$ cat config.mk
export PLATFORM = sky130hd
export DESIGN_NAME = phase_sequencer
export DESIGN_NICKNAME = d
export VERILOG_FILES = /design/src/rtl/phase_sequencer.sv
export SDC_FILE = /design/constraint.sdc
export NUM_CORES = 1
export LEC_CHECK = 0
export ABC_CLOCK_PERIOD_IN_PS = 2700
export CORE_ASPECT_RATIO = 0.75
export CORE_MARGIN = 1
export CORE_UTILIZATION = 35
export CTS_CLUSTER_DIAMETER = 80
export CTS_CLUSTER_SIZE = 16
export DETAILED_ROUTE_END_ITERATION = 10
export PLACE_DENSITY = 0.62
export SLEW_MARGIN = 20
export SYNTH_ARGS = -nofsm -noshare
export SYNTH_HDL_FRONTEND = slang
export SYNTH_SLANG_ARGS = --single-unit
export TNS_END_PERCENT = 5
$ cat constraint.sdc
create_clock -name clk_in -period 2.7 [get_ports clk_in]
set_clock_uncertainty 0.2 [all_clocks]
set_input_delay 0.27 -clock clk_in [delete_from_list [all_inputs] [get_ports clk_in]]
set_output_delay 0.27 -clock clk_in [all_outputs]
set_load 0.03 [all_outputs]
$ cat src/rtl/phase_sequencer.sv
// Multi-phase timing controller: owns the slow-clock divider and steps through
// NUM_PHASES phases, each lasting a programmable number of divider ticks.
module phase_sequencer #(
  parameter int NUM_PHASES  = 4,
  parameter int DUR_W       = 8,
  parameter int DEFAULT_DUR = 1
) (
  input  logic             clk_in,
  input  logic             reset,
  input  logic             start,
  input  logic             abort,
  input  logic             pause,
  input  logic             repeat_mode,
  input  logic             dur_load,
  input  logic [1:0]       dur_idx,
  input  logic [DUR_W-1:0] dur_value,
  input  logic             slow_clk,
  output logic             div_enable,
  output logic             div_reset_n,
  output logic [1:0]       phase,
  output logic             phase_valid,
  output logic             phase_change,
  output logic             busy,
  output logic             done,
  output logic             err
);

  typedef enum logic [1:0] {IDLE, RUN, PAUSE} state_t;

  localparam logic [1:0] LAST_PHASE = 2'(NUM_PHASES - 1);
  localparam logic [2:0] NUM_PH3    = 3'(NUM_PHASES);

  state_t           state, state_nxt;
  logic [1:0]       phase_nxt;
  logic [DUR_W-1:0] cnt, cnt_nxt;
  logic [DUR_W-1:0] dur_tab [4];
  logic             slow_q, tick, any_zero;
  logic             enter_phase, finish, reject;
  logic             div_enable_nxt, div_reset_n_nxt, phase_valid_nxt, busy_nxt;

  assign tick = slow_clk & ~slow_q;

  always_comb begin
    any_zero = 1'b0;
    for (int i = 0; i < NUM_PHASES; i++)
      if (dur_tab[i] == '0) any_zero = 1'b1;
  end

  // State register, datapath registers, registered outputs and duration table
  always_ff @(posedge clk_in) begin
    if (reset) begin
      state        <= IDLE;
      phase        <= '0;
      cnt          <= '0;
      slow_q       <= 1'b0;
      div_enable   <= 1'b0;
      div_reset_n  <= 1'b0;
      phase_valid  <= 1'b0;
      phase_change <= 1'b0;
      busy         <= 1'b0;
      done         <= 1'b0;
      err          <= 1'b0;
      for (int i = 0; i < 4; i++) dur_tab[i] <= DUR_W'(DEFAULT_DUR);
    end else begin
      state        <= state_nxt;
      phase        <= phase_nxt;
      cnt          <= cnt_nxt;
      slow_q       <= slow_clk;
      div_enable   <= div_enable_nxt;
      div_reset_n  <= div_reset_n_nxt;
      phase_valid  <= phase_valid_nxt;
      phase_change <= enter_phase;
      busy         <= busy_nxt;
      done         <= finish;
      err          <= reject;
      // The table only changes in IDLE, so a running pass sees it frozen.
      if (dur_load && state == IDLE && ({1'b0, dur_idx} < NUM_PH3))
        dur_tab[dur_idx] <= dur_value;
    end
  end

  // Next-state and phase/count sequencing
  always_comb begin
    state_nxt   = state;
    phase_nxt   = phase;
    cnt_nxt     = cnt;
    enter_phase = 1'b0;
    finish      = 1'b0;
    reject      = 1'b0;
    case (state)
      IDLE: begin
        phase_nxt = '0;
        cnt_nxt   = '0;
        if (!abort && start) begin
          if (any_zero) begin
            reject = 1'b1;
          end else begin
            state_nxt   = RUN;
            cnt_nxt     = dur_tab[0];
            enter_phase = 1'b1;
          end
        end
      end
      RUN: begin
        if (abort) begin
          state_nxt = IDLE;
          phase_nxt = '0;
          cnt_nxt   = '0;
        end else if (pause) begin
          state_nxt = PAUSE;
        end else if (tick) begin
          if (cnt > DUR_W'(1)) begin
            cnt_nxt = cnt - DUR_W'(1);
          end else if (phase != LAST_PHASE) begin
            phase_nxt   = phase + 2'd1;
            cnt_nxt     = dur_tab[phase + 2'd1];
            enter_phase = 1'b1;
          end else if (repeat_mode) begin
            phase_nxt   = '0;
            cnt_nxt     = dur_tab[0];
            enter_phase = 1'b1;
          end else begin
            state_nxt = IDLE;
            phase_nxt = '0;
            cnt_nxt   = '0;
            finish    = 1'b1;
          end
        end
      end
      PAUSE: begin
        if (abort) begin
          state_nxt = IDLE;
          phase_nxt = '0;
          cnt_nxt   = '0;
        end else if (!pause) begin
          state_nxt = RUN;
        end
      end
      default: begin
        state_nxt = IDLE;
        phase_nxt = '0;
        cnt_nxt   = '0;
      end
    endcase
  end

  // Level outputs follow the state being entered; the divider runs only in RUN
  always_comb begin
    div_enable_nxt  = (state_nxt == RUN);
    div_reset_n_nxt = (state_nxt != IDLE);
    phase_valid_nxt = (state_nxt != IDLE);
    busy_nxt        = (state_nxt != IDLE);
  end

endmodule

==> results.yml, run 1 <==
final_layout:
  final_util_pct: 43.4
  post_route_cells_drive_above_1_share_pct: 12.6
  multi_input_area_um2: 1300
  nets: 314
  areaGrowthSynthToFinish_pct: 18.4
  fillCellCount: 727
  most-common-layout-cells: "edfxtp_1, clkdlybuf4s50_1, and2_1"
  ff_latch_area_um2: 1320
  diodes: 0
  final_common_cell: "edfxtp_1"
clocking:
  cts-resized-gates: 0
  clk_path_buf_depth: 2
  clk_latency_ns: 0.30
  clk_pin_slew_ns: 0.09
  cts_made_buffers: 5
  post-cts-setup-buffer-count: 0
  cts_tree: "built"
  cts_sinks: 50
  hold_buffers: 0
  root_buffer: "clkbuf_8"
  cts_max_level: 2
placed_design:
  pre_cts_ws_ns: 0.277
  dpl.hpwl_um: 5470
  gp_congestion: 0.853
  port_buffers: 26
worst_setup_path:
  worstSetupStartpointType: "flip-flop"
  worst_ep_arrival_time_ns: 2.47
  reg2reg_from: "phase[1]"
  worst-setup-path-type: "flip-flop to flip-flop"
  crit_end: "cnt[7]"
  path_cells: "ha_1 > nand2b_1 > o21ai_1 > a221oi_1 > nor3_1 > a221o_2"
  path_max_fanout: 17
  end_kind: "flip-flop"
  reg2reg_to: "cnt[7]"
  slowest_stage: "ha_1"
  critPathLaunch: "phase[1]"
  rr_worst_depth: 6
  ff2ff_setup_slack_ns: 0.22
  required_ns: 2.69
  max_stage_delay_ns: 0.74
synth:
  ys_types: 54
  synthCells: 265
  ys_ff_latch: 50
  ys_warn_count: 0
  netlist_area_um2: 2720
  ys_async_sr_fraction_pct: 0
  synth_nets: 286
  synth_ff_type: "edfxtp_1"
  ys_seq_area_share_pct: 48.5
  synth_edf_count: 32
  post_synth.cell_area_avg_um2: 10.3
routing:
  wl_um: 7160
  viasPerCell: 5.69
  drc: 0
  drtPass1Iterations: 4
  ant_nets: 0
  vias: 2248
  dr.first_iter.drc_count: 156
  avgRoutedWirePerCell_um: 18.1
power:
  p_leak_uw: 0.00113
  vdd_drop_max_mv: 0.329
  power.density_nw_per_um2: 511
sta:
  clock.fmax_mhz: 404
  period_minus_slack_ns: 2.48
  rsz0062_at_grt: "no"
  maxSlewViolCount: 0
  setup_tns_ns: 0
  whs_ns: 0.363
  slew_headroom_pct: 54.0
  hold_viol: 0
  setup_slack_ns: 0.224
  tightest_slew_ns: 0.690
  setup_viol: 0
  layout_worst_path_cycle_share_pct: 91.7
grt:
  gr-usage-met3_pct: 4.65
  antenna_found_initial: 0
  grtUsageMet1_pct: 28.4
  grt_use_total_pct: 18.3
  grt_max_degree: 20
  met2_usage_pct: 25.6
  gr-total-overflow: 0
  grt_pass1_vias: 2100
  grt-busiest-layer: "met1"
  grt_pass1_wl_um: 11500
job:
  max-cap-violations: 0
die:
  num_rows: 27
  start_util_pct: 36.6
  pin_count: 27
  die_y_um: 78.4
  die_area_um2: 8140
  core_area_um2: 7430
  die_x_um: 104
min_path:
  whs_path_depth: 2
  hold_class: "flip-flop to flip-flop"
outcome:
  status: "finished clean"
## worst max-delay path: cells and delay by family, from the launching register on
| kind | cells | cell delay, ns |
|---|---|---|
| AOI/OAI and AO/OA | 3 | 0.82 |
| adders and majority gates | 1 | 0.74 |
| DFF | 1 | 0.34 |
| and+or+nand+nor | 2 | 0.26 |
## cell type report
cell class                 count  area share [%]
clock buffer                   8            3.45
timing repair buffer          36            10.4
sequential                    50            41.0
tap                          101            3.92
multi-input combinational    192            40.3
inverter                       8           0.932
## state kept, by name, summed over array words and instances (netlist names)
| signal | flops |
|---|---|
| phase | 2 |
| state | 2 |
| busy | 1 |
| done | 1 |
| phase_change | 1 |
| err | 1 |
| div_enable | 1 |
| slow_q | 1 |
| dur_tab | 32 |
| cnt | 8 |
## power by group
group | switching (uW) | total, uW | internal, uW
sequential | 33.3 | 882 | 848
clock | 255 | 521 | 266
combinational | 138 | 245 | 107
total | 427 | 1650 | 1220
## synthesized netlist by cell type (all sizes together), types with 8 or more instances
| cell | instances | area [um^2] |
|---|---|---|
| and2 | 23 | 144 |
| nor4 | 10 | 77.6 |
| o21ai | 13 | 65.1 |
| buf | 8 | 45.0 |
| edfxtp | 32 | 961 |
| nand2 | 16 | 60.1 |
| dfxtp | 18 | 360 |
| inv | 8 | 30.0 |
| and3 | 11 | 68.8 |
| nand3 | 18 | 100 |
| nor2 | 12 | 45.0 |
| nor3 | 8 | 55.1 |
## metal layers
layer  vias to the layer above  share of wire [%]
met2                       111                 40
met5                         -                  0
met3                         4                9.9
met1                      1079                 50
met4                         0               0.49
li1                       1054                  -
## per-stage QoR
stage	power, uW	area (um^2)	std cells
floorplan	1040	2720	265
detailed placement	1140	3110	387
finish	1650	3220	395
global route	1710	3220	395
CTS	1650	3220	395
global placement	1140	3110	387
## worst min path at each step
stage / from / endpoint
after floorplan: slow_clk / slow_q
after global placement: phase[1] / phase[1]
after global routing: slow_clk / slow_q
final: phase[1] / phase[1]
after CTS: phase[1] / phase[1]
after detailed placement: phase[1] / phase[1]
## cells by family after synthesis
group / count (synthesis) / synth area share (%)
DFF: 50 / 48.5
AOI/OAI and AO/OA: 55 / 15.1
muxes: 8 / 3.40
adders and majority gates: 3 / 1.38
buffers and inverters: 23 / 3.77
and+or+nand+nor: 126 / 27.8
No activity file was read; power rests on OpenSTA's default activity.
==> run 2: changes to the inputs <==
GPL_TIMING_DRIVEN = 0   (was not set)
==> run 2 against run 1 <==
Net effect:
- register-to-register slack got worse by 0.07 ns
- highest routed layer unchanged
- sequential cell count unchanged
- setup slack got worse by 0.072 ns
- worst hold slack got worse by 0.20 ns
==> results.yml, run 2 (synthesized netlist as in run 1, its figures left out) <==
final_layout:
  final_cells: 398
  multi_input_area_um2: 1300
  fillCellCount: 751
  final_area_um2: 3200
  areaGrowthSynthToFinish_pct: 17.5
  diodes: 0
  largest_reg_flops: 32
  post_route_cells_drive_above_1_share_pct: 12.1
  regMostFlops: "dur_tab"
  final_common_cell: "edfxtp_1"
  nets: 317
  most-common-layout-cells: "edfxtp_1, clkdlybuf4s50_1, and2_1"
  reg_top3: "dur_tab (32), cnt (8)"
  ff_latch_area_um2: 1320
power:
  p_leak_uw: 0.00112
  power.density_nw_per_um2: 517
  vdd_drop_max_mv: 0.196
die:
  die_area_um2: 8140
  pin_count: 27
  die_x_um: 104
  start_util_pct: 36.6
  num_rows: 27
  die_y_um: 78.4
  core_area_um2: 7430
clocking:
  post-cts-setup-buffer-count: 0
  clk_pin_slew_ns: 0.09
  cts_sinks: 50
  root_buffer: "clkbuf_8"
  cts_tree: "built"
  cts_made_buffers: 5
  clk_path_buf_depth: 2
  clk_latency_ns: 0.30
  cts_max_level: 2
  cts-resized-gates: 0
  hold_buffers: 0
routing:
  viasPerCell: 5.48
  ant_nets: 0
  drtPass1Iterations: 5
  vias: 2180
  wl_met2_um: 2700
  drt-met1-wl_um: 3640
  dr.first_iter.drc_count: 194
  avgRoutedWirePerCell_um: 17.3
  routed.top_layer: "met4"
  drc: 0
  wl_um: 6900
  wl_met3_um: 538
grt:
  grt_pass1_wl_um: 11300
  grt_max_degree: 16
  grt_pass1_vias: 2060
  antenna_found_initial: 0
  gr-total-overflow: 0
  grt_use_total_pct: 17.9
sta:
  layout_worst_path_cycle_share_pct: 94.4
  clock.fmax_mhz: 392
  rsz0062_at_grt: "yes"
  hold_viol: 0
  setup_viol: 0
  tightest_slew_ns: 0.897
  maxSlewViolCount: 0
  period_minus_slack_ns: 2.55
  setup_tns_ns: 0
  slew_headroom_pct: 39.8
placed_design:
  port_buffers: 24
  dpl.hpwl_um: 5290
  dpl-instance-area_um2: 3090
  dp_cells: 390
  gp_congestion: 0.803
worst_setup_path:
  critPathBufInv: 2
  worst_ep_arrival_time_ns: 2.34
  end_kind: "flip-flop"
  max_stage_delay_ns: 0.52
  path_cells: "buf_2 > nor2_1 > clkbuf_1 > nand2_1 > nor3b_2 > or2_2"
  path_max_fanout: 10
  worstSetupStartpointType: "flip-flop"
  required_ns: 2.49
  slowest_stage: "nor3b_2"
  worst-setup-path-type: "flip-flop to flip-flop"
  critical_path.top_delay_family: "simple AND/OR/NAND/NOR gates"
outcome:
  status: "finished clean"
job:
  max-cap-violations: 0
min_path:
  hold_class: "primary input to flip-flop"
-- run 2: final cells by class --
class                      instances  share of cell area, %
sequential                        50                   41.3
multi-input combinational        192                   40.6
timing repair buffer              24                   7.51
tap                              101                   3.95
clock buffer                       6                   2.27
buffer                            15                   2.27
clock inverter                     2                   1.17
inverter                           8                  0.939
-- run 2: worst paths after layout --
kind,endpoint,cells past startpoint,slack (ns),from
worst min-delay path,state[1],2,0.16,reset
worst max-delay path,dur_tab[2][1],6,0.15,state[1]
worst max register to register,dur_tab[2][1],6,0.15,state[1]
worst min register to register,phase[1],2,0.37,phase[1]
-- run 2: report_power, final --
| group | total [uW] | switching (uW) | internal [uW] | leakage (uW) |
|---|---|---|---|---|
| sequential | 878 | 29.7 | 848 | 0.000470 |
| combinational | 240 | 137 | 102 | 0.000595 |
| clock | 535 | 258 | 277 | 0.0000514 |
-- run 2: routing by layer --
metal | track usage (%) | vias to the layer above
li1 | - | 1060
met1 | 29.2 | 1029
met2 | 24.7 | 89
met3 | 2.74 | 2
met4 | 2.57 | 0
met5 | 0 | -
-- run 2: through the flow --
step           total power [uW]  hold WS (ns)  util (%)  setup WS, ns
3_5_place_dp               1130         0.353      41.6       -0.0588
5_1_grt                    1720         0.198      43.0       -0.0186
3_3_place_gp               1130         0.348      41.6        -0.243
6_report                   1650         0.164      43.0         0.151
2_1_floorplan              1040         0.198         -         0.413
4_1_cts                    1660         0.161      43.0         0.148
-- run 2: worst reg2reg max path: stages, from the launching register on --
cell,delay [ns]
dfxtp_1,0.30
buf_2,0.16
nor2_1,0.14
clkbuf_1,0.37
nand2_1,0.21
nor3b_2,0.52
or2_2,0.33
